File: config.mk
export PLATFORM = sky130hd
export DESIGN_NAME = gpio_cmd_sequencer
export DESIGN_NICKNAME = d
export VERILOG_FILES = /design/src/rtl/gpio_cmd_sequencer.sv
export SDC_FILE = /design/constraint.sdc
export NUM_CORES = 1
export LEC_CHECK = 0
export ABC_AREA = 1
export CORE_UTILIZATION = 50
export CTS_CLUSTER_SIZE = 10
export DETAILED_ROUTE_END_ITERATION = 8
export HOLD_SLACK_MARGIN = 0.05
export PLACE_DENSITY_LB_ADDON = 0.2
export SYNTH_ARGS = -nofsm -noshare
export SYNTH_HDL_FRONTEND = slang
export SYNTH_SLANG_ARGS = --single-unit
export TNS_END_PERCENT = 50
File: constraint.sdc
create_clock -name sys_clk -period 5.2 [get_ports sys_clk]
set_clock_uncertainty 0.15 [all_clocks]
set_input_delay 1.04 -clock sys_clk [delete_from_list [all_inputs] [get_ports sys_clk]]
set_output_delay 1.04 -clock sys_clk [all_outputs]
set_load 0.005 [all_outputs]
File: src/rtl/gpio_cmd_sequencer.sv
// gpio_cmd_sequencer: turns host commands into held-then-gapped GPIO select words and samples the return word.
module gpio_cmd_sequencer #(
   parameter int HOLD_CYC   = 4,
   parameter int GAP_CYC    = 4,
   parameter int SETTLE_CYC = 2
) (
   input  logic        sys_clk,
   input  logic        _RESET_in,
   input  logic        CMD_valid_in,
   output logic        CMD_ready_out,
   input  logic [2:0]  CMD_op_in,
   input  logic [15:0] CMD_arg_in,
   output logic [31:0] SELECT_out,
   input  logic [31:0] GPIO_in,
   output logic        RESP_valid_out,
   output logic [31:0] RESP_data_out,
   output logic        RESP_last_out,
   output logic        STATUS_full_out,
   output logic [15:0] STATUS_cnt_out,
   output logic        BUSY_out
);
   typedef enum logic [1:0] {IDLE, ASSERT, GAP} state_t;
   localparam int CW = $clog2((HOLD_CYC > GAP_CYC ? HOLD_CYC : GAP_CYC) + 1);
   localparam logic [2:0] OP_INQ = 3'd1, OP_READ = 3'd2;
   state_t state_q, state_d;
   logic [CW-1:0] cnt_q, cnt_d;
   logic [2:0]  op_q, op_d;
   logic [15:0] words_q, words_d, stat_cnt_q, stat_cnt_d;
   logic [31:0] word_q, word_d, select_q, select_d, resp_data_q, resp_data_d;
   logic        resp_valid_q, resp_valid_d, resp_last_q, resp_last_d, full_q, full_d;
   always_comb begin
      state_d = state_q;
      cnt_d = cnt_q;
      op_d = op_q;
      words_d = words_q;
      word_d = word_q;
      select_d = select_q;
      resp_valid_d = 1'b0;
      resp_data_d = resp_data_q;
      resp_last_d = resp_last_q;
      full_d = full_q;
      stat_cnt_d = stat_cnt_q;
      if (state_q == IDLE) begin
         if (CMD_valid_in) begin
            op_d = CMD_op_in;
            word_d = {2'b00, CMD_op_in[2] ? CMD_arg_in[13:0] : 14'd0, 16'd1 << CMD_op_in};
            words_d = (CMD_op_in == OP_READ) ? CMD_arg_in : 16'd1;
            if (!(CMD_op_in == OP_READ && CMD_arg_in == 16'd0)) begin
               state_d = ASSERT;
               cnt_d = '0;
               select_d = word_d;
            end
         end
      end else if (state_q == ASSERT) begin
         cnt_d = cnt_q + 1'b1;
         if (cnt_q == CW'(SETTLE_CYC) && (op_q == OP_INQ || op_q == OP_READ)) begin
            resp_valid_d = 1'b1;
            resp_data_d = GPIO_in;
            resp_last_d = (op_q == OP_INQ) || (words_q == 16'd1);
            full_d = (op_q == OP_INQ) ? GPIO_in[16] : full_q;
            stat_cnt_d = (op_q == OP_INQ) ? GPIO_in[15:0] : stat_cnt_q;
            words_d = (op_q == OP_READ) ? words_q - 16'd1 : words_q;
         end
         if (cnt_q == CW'(HOLD_CYC - 1)) begin
            select_d = '0;
            state_d = GAP;
            cnt_d = '0;
         end
      end else begin
         cnt_d = cnt_q + 1'b1;
         if (cnt_q == CW'(GAP_CYC - 1)) begin
            cnt_d = '0;
            state_d = (op_q == OP_READ && words_q != 16'd0) ? ASSERT : IDLE;
            select_d = (op_q == OP_READ && words_q != 16'd0) ? word_q : '0;
         end
      end
   end
   always_ff @(posedge sys_clk or negedge _RESET_in) begin
      if (!_RESET_in) begin
         state_q <= IDLE;
         cnt_q <= '0;
         op_q <= '0;
         words_q <= '0;
         word_q <= '0;
         select_q <= '0;
         resp_valid_q <= 1'b0;
         resp_data_q <= '0;
         resp_last_q <= 1'b0;
         full_q <= 1'b0;
         stat_cnt_q <= '0;
      end else begin
         state_q <= state_d;
         cnt_q <= cnt_d;
         op_q <= op_d;
         words_q <= words_d;
         word_q <= word_d;
         select_q <= select_d;
         resp_valid_q <= resp_valid_d;
         resp_data_q <= resp_data_d;
         resp_last_q <= resp_last_d;
         full_q <= full_d;
         stat_cnt_q <= stat_cnt_d;
      end
   end
   assign CMD_ready_out = (state_q == IDLE);
   assign BUSY_out = (state_q != IDLE);
   assign SELECT_out = select_q;
   assign RESP_valid_out = resp_valid_q;
   assign RESP_data_out = resp_data_q;
   assign RESP_last_out = resp_last_q;
   assign STATUS_full_out = full_q;
   assign STATUS_cnt_out = stat_cnt_q;
endmodule
Word-level counts from Yosys, hierarchy flattened
Index checks and enable logic that the tools add are counted.

word-level totals
  latch bits = 0
  memories kept = 0
  register bits after elaboration = 137
  bits of input ports = 54
  ROM bits = 0
  memory bits (writable) = 0

operators by class
  bitwise operators = 1
  equal/unequal tests = 9
  multipliers = 0
  $add $sub $neg = 2
  muxes and demuxes = 28
  reductions and logical operators = 19
  div/mod/pow operators = 0
  $lt $le $gt $ge = 0
  shift operators = 1

operators with widths
  kind                   count
  $mux 32                6
  $mux 16                6
  $mux 30                1
  $eq 16x1->1 const B    1
  $logic_not 16->1       1
  $reduce_bool 16->1     1
  $shl 1x3->16 const A   1
  $sub 16x1->16 const B  1
  $mux 14                1
  $eq 3x2->1 const B     4
  $mux 2                 6
  $mux 3                 4
  $reduce_bool 2->1      5
  $reduce_and 4->1       2
  $reduce_and 3->1       2
  $mux 1                 4
  $ne 2x2->1 const B     2
  $reduce_and 2->1       2
  $add 3x1->3 const B    1
  $eq 3x1->1 const B     1
  $logic_and 1x1->1      3
  $eq 2x1->1 const B     1
  $logic_not 2->1        1
  $logic_or 1x1->1       2
  $not 1->1              1

Logic depth before layout (Yosys ltp)
  depth in word-level cells = 6
  gate-level depth with buffers = 12
  gate-level depth less buffers = 11

Least setup slack after synthesis
No wires, ideal clock.

  kind = input port to flip-flop
  from = input port CMD_arg_in[14]
  to = register select_q[16], in the netlist SELECT_out[16]
  arrival = 1.904 ns
  library setup time = 0.117 ns
  cell stages on the path = 8
  path slack = 3.029 ns
  cell sequence = or2_2 nor2_1 nand3_2 nand2_2 nand2_4 buf_6 nand3_1 nand2_1

between the ends
  word-level cells in the longest chain between the ends = 4

ends and longest elaborated chain
  item                               line  source
  start, declared                    12    input logic [15:0] CMD_arg_in,
  $logic_not 16->1                   48    if (!(CMD_op_in == OP_READ && CMD_arg_in == 16'd0)) begin
  $logic_and 1x1->1                  48
  $ne 2x2->1 (no source line)        n/a
  $reduce_and 3->1 (no source line)  n/a
  end signal, assigned               97    select_q <= select_d;
  end, declared                      29    logic [31:0] word_q, word_d, select_q, select_d, resp_data_q, resp_data_d;

Every way passes these cells.
A chain may end at the register's enable or synchronous reset.

Final worst setup path
  from = register state_q[1]
  to = output port BUSY_out

between the ends
  word-level cells in the longest chain between the ends = 1

ends and longest elaborated chain
  item                    line  source
  start, declared         25    state_t state_q, state_d;
  start signal, assigned  92    state_q <= state_d;
  $reduce_bool 2->1       106   assign BUSY_out = (state_q != IDLE);
  end, declared           20    output logic BUSY_out

Every way passes these cells.

==> metrics <==
metal1 wirelength 6.821 mm; area growth from synthesis to final layout 30.44%; clock transition at the registers of the reported paths 0.05 ns; critical register-to-register path startpoint state_q[1]; Top Family by Delay on Critical Path flip-flops; most frequent standard cell in the layout excluding fill and tap cells sky130_fd_sc_hd__nand2_1; register-to-register setup slack 1.91 ns; number of setup violations in the final report 0; remaining antenna violation count 0; standard-cell row count 39; final sum of negative setup slack 0 ns; antenna violations before repair 0; peak supply drop approximately 0.35 mV; Worst Hold Endpoint STATUS_cnt_out[10]; cell area after placement 7295 µm²; cts bufs inserted 17; Total Power a little under 0.005 W; core region area ~12000 µm²; transition time at the pin with the least slew margin 1.011 ns; reg2reg path depth 6; Yosys cell types 32; post-cts gate resize count 0; count of endpoints failing hold in the final timing report 0; Detail Placement HPWL 10.81 mm; destination of the worst register-to-register timing path SELECT_out[18]; final net count 974; amount of wire on met3 after detailed routing 1.372 mm; total track usage 0.2669; min cycle time layout 3.525 ns; kind of start point of the critical path register; WP buf/inv 2; Gate power share 0.396; post-CTS repair timing setup buffer count 0; Critical Path AT 2.34 ns; Mapped Avg Cell Area 7.566 µm²; max-cap violation count 0; power share of the sequential group 0.342; P per Cell Area 606.3 nW/µm²; # clock sinks 119; Clock Path Buffers 2; layout cells sized above 1 0.06796; P_sw 0.001723 W; instance count of the mapped netlist 804; final critical-path share of the clock period 0.6779; unrepaired setup endpoints after global routing no; leakage power figure around 4.2 nW; via count of the first global-routing pass 5402; vias per std cell 5.342; Hold/Removal Path Class reg2reg; cell internal power dissipation 0.003089 W; initial detailed-routing violation count 453; final-layout worst hold slack 0.3160 ns; routed length on met2 7.472 mm; global-route wire length before repair 26.66 mm; total of hold buffers inserted after clock tree synthesis 0; final weighted congestion in routability-driven placement roughly 0.85; total gr overflow 0; Final Cell Area 7935 µm²; Sw Ratio 0.3580; starting density of the core 0.5238; Crit-path slowest cell sky130_fd_sc_hd__dfrtp_1; routed wire length about 16 mm; failing checks design-rule violations; drc violations 19; endpoint kind of the worst setup timing path primary output; outcome finished, violations left; pin count of the biggest net entering global routing 81; number of cells traversed by the worst hold path 2; Seq cells post-synth 119; per-cell routed wire length 14.98 µm; Seq/Total Area, Yosys 0.4895; worst-case headroom to the max-slew limit 0.3261; Total Die Area 12610 µm²; number of antenna cells inserted 0; Data required, critical path about 4 ns; number of H-tree branching levels 4; most frequent cells in the layout 355 x sky130_fd_sc_hd__nand2_1, 127 x sky130_fd_sc_hd__clkdlybuf4s50_1, 119 x sky130_fd_sc_hd__dfrtp_1; Crit Path Max Fanout 26; count of TritonRoute iterations in the first routing pass 7; number of top-level pins roughly 140; number of synthesis warnings 0; post-synthesis instance area 6083 µm²; clock insertion delay at the later pin of the skew report 0.41 ns; Worst Setup Path Type reg2out; clock tree root buffer cell sky130_fd_sc_hd__clkbuf_16; overall die height 112.3 µm; top routing layer in use met4; Max stage delay on crit path approximately 0.97 ns; cell chain of the critical path nor2_4 > inv_4 > clkdlybuf4s50_1; overall die width about 110 µm; top achievable clock speed 0.2837 GHz; clock share of power 0.262; number of port buffers about 130; TritonCTS clock tree yes; via count of the routed design approximately 5700; beginning of the worst hold path STATUS_cnt_out[10]; fin. max-slew vios 0
synth_stat cells:
cell                       instances  share of area
sky130_fd_sc_hd__a21oi_1           5         0.0041
sky130_fd_sc_hd__a21oi_2           1         0.0014
sky130_fd_sc_hd__a21oi_4           1         0.0027
sky130_fd_sc_hd__and3_1            1         0.0010
sky130_fd_sc_hd__buf_2            14          0.012
sky130_fd_sc_hd__buf_4            21          0.026
sky130_fd_sc_hd__buf_6             3         0.0056
sky130_fd_sc_hd__clkbuf_1          9         0.0056
sky130_fd_sc_hd__clkbuf_4          1         0.0012
sky130_fd_sc_hd__conb_1            1        0.00062
sky130_fd_sc_hd__dfrtp_1         119           0.49
sky130_fd_sc_hd__ha_1              5          0.010
sky130_fd_sc_hd__inv_1            61          0.038
sky130_fd_sc_hd__inv_2             6         0.0037
sky130_fd_sc_hd__inv_4             1         0.0010
sky130_fd_sc_hd__nand2_1         355           0.22
sky130_fd_sc_hd__nand2_2           3         0.0031
sky130_fd_sc_hd__nand2_4           1         0.0019
sky130_fd_sc_hd__nand3_1          76          0.063
sky130_fd_sc_hd__nand3_2           6         0.0099
sky130_fd_sc_hd__nand3b_1          2         0.0025
sky130_fd_sc_hd__nand4_1           8         0.0082
sky130_fd_sc_hd__nor2_1           48          0.030
sky130_fd_sc_hd__nor2_2            2         0.0021
sky130_fd_sc_hd__nor2_4            4         0.0074
sky130_fd_sc_hd__nor2_8            2         0.0066
sky130_fd_sc_hd__nor3_1            2         0.0016
sky130_fd_sc_hd__o21ai_0          31          0.026
sky130_fd_sc_hd__o22ai_1           3         0.0031
sky130_fd_sc_hd__o31ai_1           6         0.0074
sky130_fd_sc_hd__o41ai_1           4         0.0058
sky130_fd_sc_hd__or2_2             2         0.0021
worst max-delay path by stage:
stage | start | endpoint | slack (ns) | depth (start not counted)
4_1_cts | state_q[1] | BUSY_out | 1.67 | 3
6_report | state_q[1] | BUSY_out | 1.67 | 3
5_1_grt | CMD_op_in[2] | SELECT_out[18] | 1.57 | 9
2_1_floorplan | CMD_arg_in[14] | SELECT_out[16] | 3.03 | 8
3_3_place_gp | CMD_op_in[2] | SELECT_out[2] | 1.66 | 9
3_5_place_dp | CMD_op_in[2] | SELECT_out[18] | 1.46 | 9
state kept, by name (all words and copies together), names as in the netlist:
name,flops
RESP_data_out,32
SELECT_out,22
word_q,22
STATUS_cnt_out,16
words_q,16
cnt_q,3
op_q,3
state_q,2
RESP_last_out,1
RESP_valid_out,1
STATUS_full_out,1
area by class of cell:
cell class	instances	area (µm²)
clock inverters	8	142.6
clock buffers	23	498.0
multi-input cells	578	2579
flip-flops and latches	119	2978
inverters	68	257.7
repair buffers	131	1301
well taps	143	178.9
fillers	954	3679
power groups by stage:
stage	Clock, W	Combinational, W	Sequential [W]
after floorplan	0	0.00107	0.00161
after global placement	0	0.00183	0.00163
after detailed placement	0	0.00190	0.00164
after CTS	0.00128	0.00191	0.00164
after global routing	0.00132	0.00212	0.00170
final	0.00126	0.00191	0.00164
tightest hold or removal path, delay by kind of cell, from the launching register on:
family	cells	cell delay, ns
flip-flops	1	0.33
AND/OR/NAND/NOR	2	0.10
through the flow:
step,setup WS (ns),instances,utilization
after global placement,1.663,1039,0.6281
after global routing,1.572,1070,0.6833
final,1.675,1070,0.6833
after detailed placement,1.455,1039,0.6281
after CTS,1.667,1070,0.6833
after floorplan,3.029,813,-
kinds of logic (layout without fill, tap and decap cells):
kind of cell    after synthesis  after routing  synth area share
simple gates                512            512            0.3575
flops                       119            119            0.4895
buf+inv                     116            230           0.09214
compound gates               51             51           0.04998
fa+ha+maj                     5              5           0.01028
other cells                   1             10         0.0006164
routing by layer:
metal / vias up / track usage
li1: 2714 / -
met5: - / 0
met1: 2705 / 0.3540
met4: 0 / 0.1058
met2: 266 / 0.4302
met3: 31 / 0.05670
Note: power is estimated with default switching activity, not from simulation.
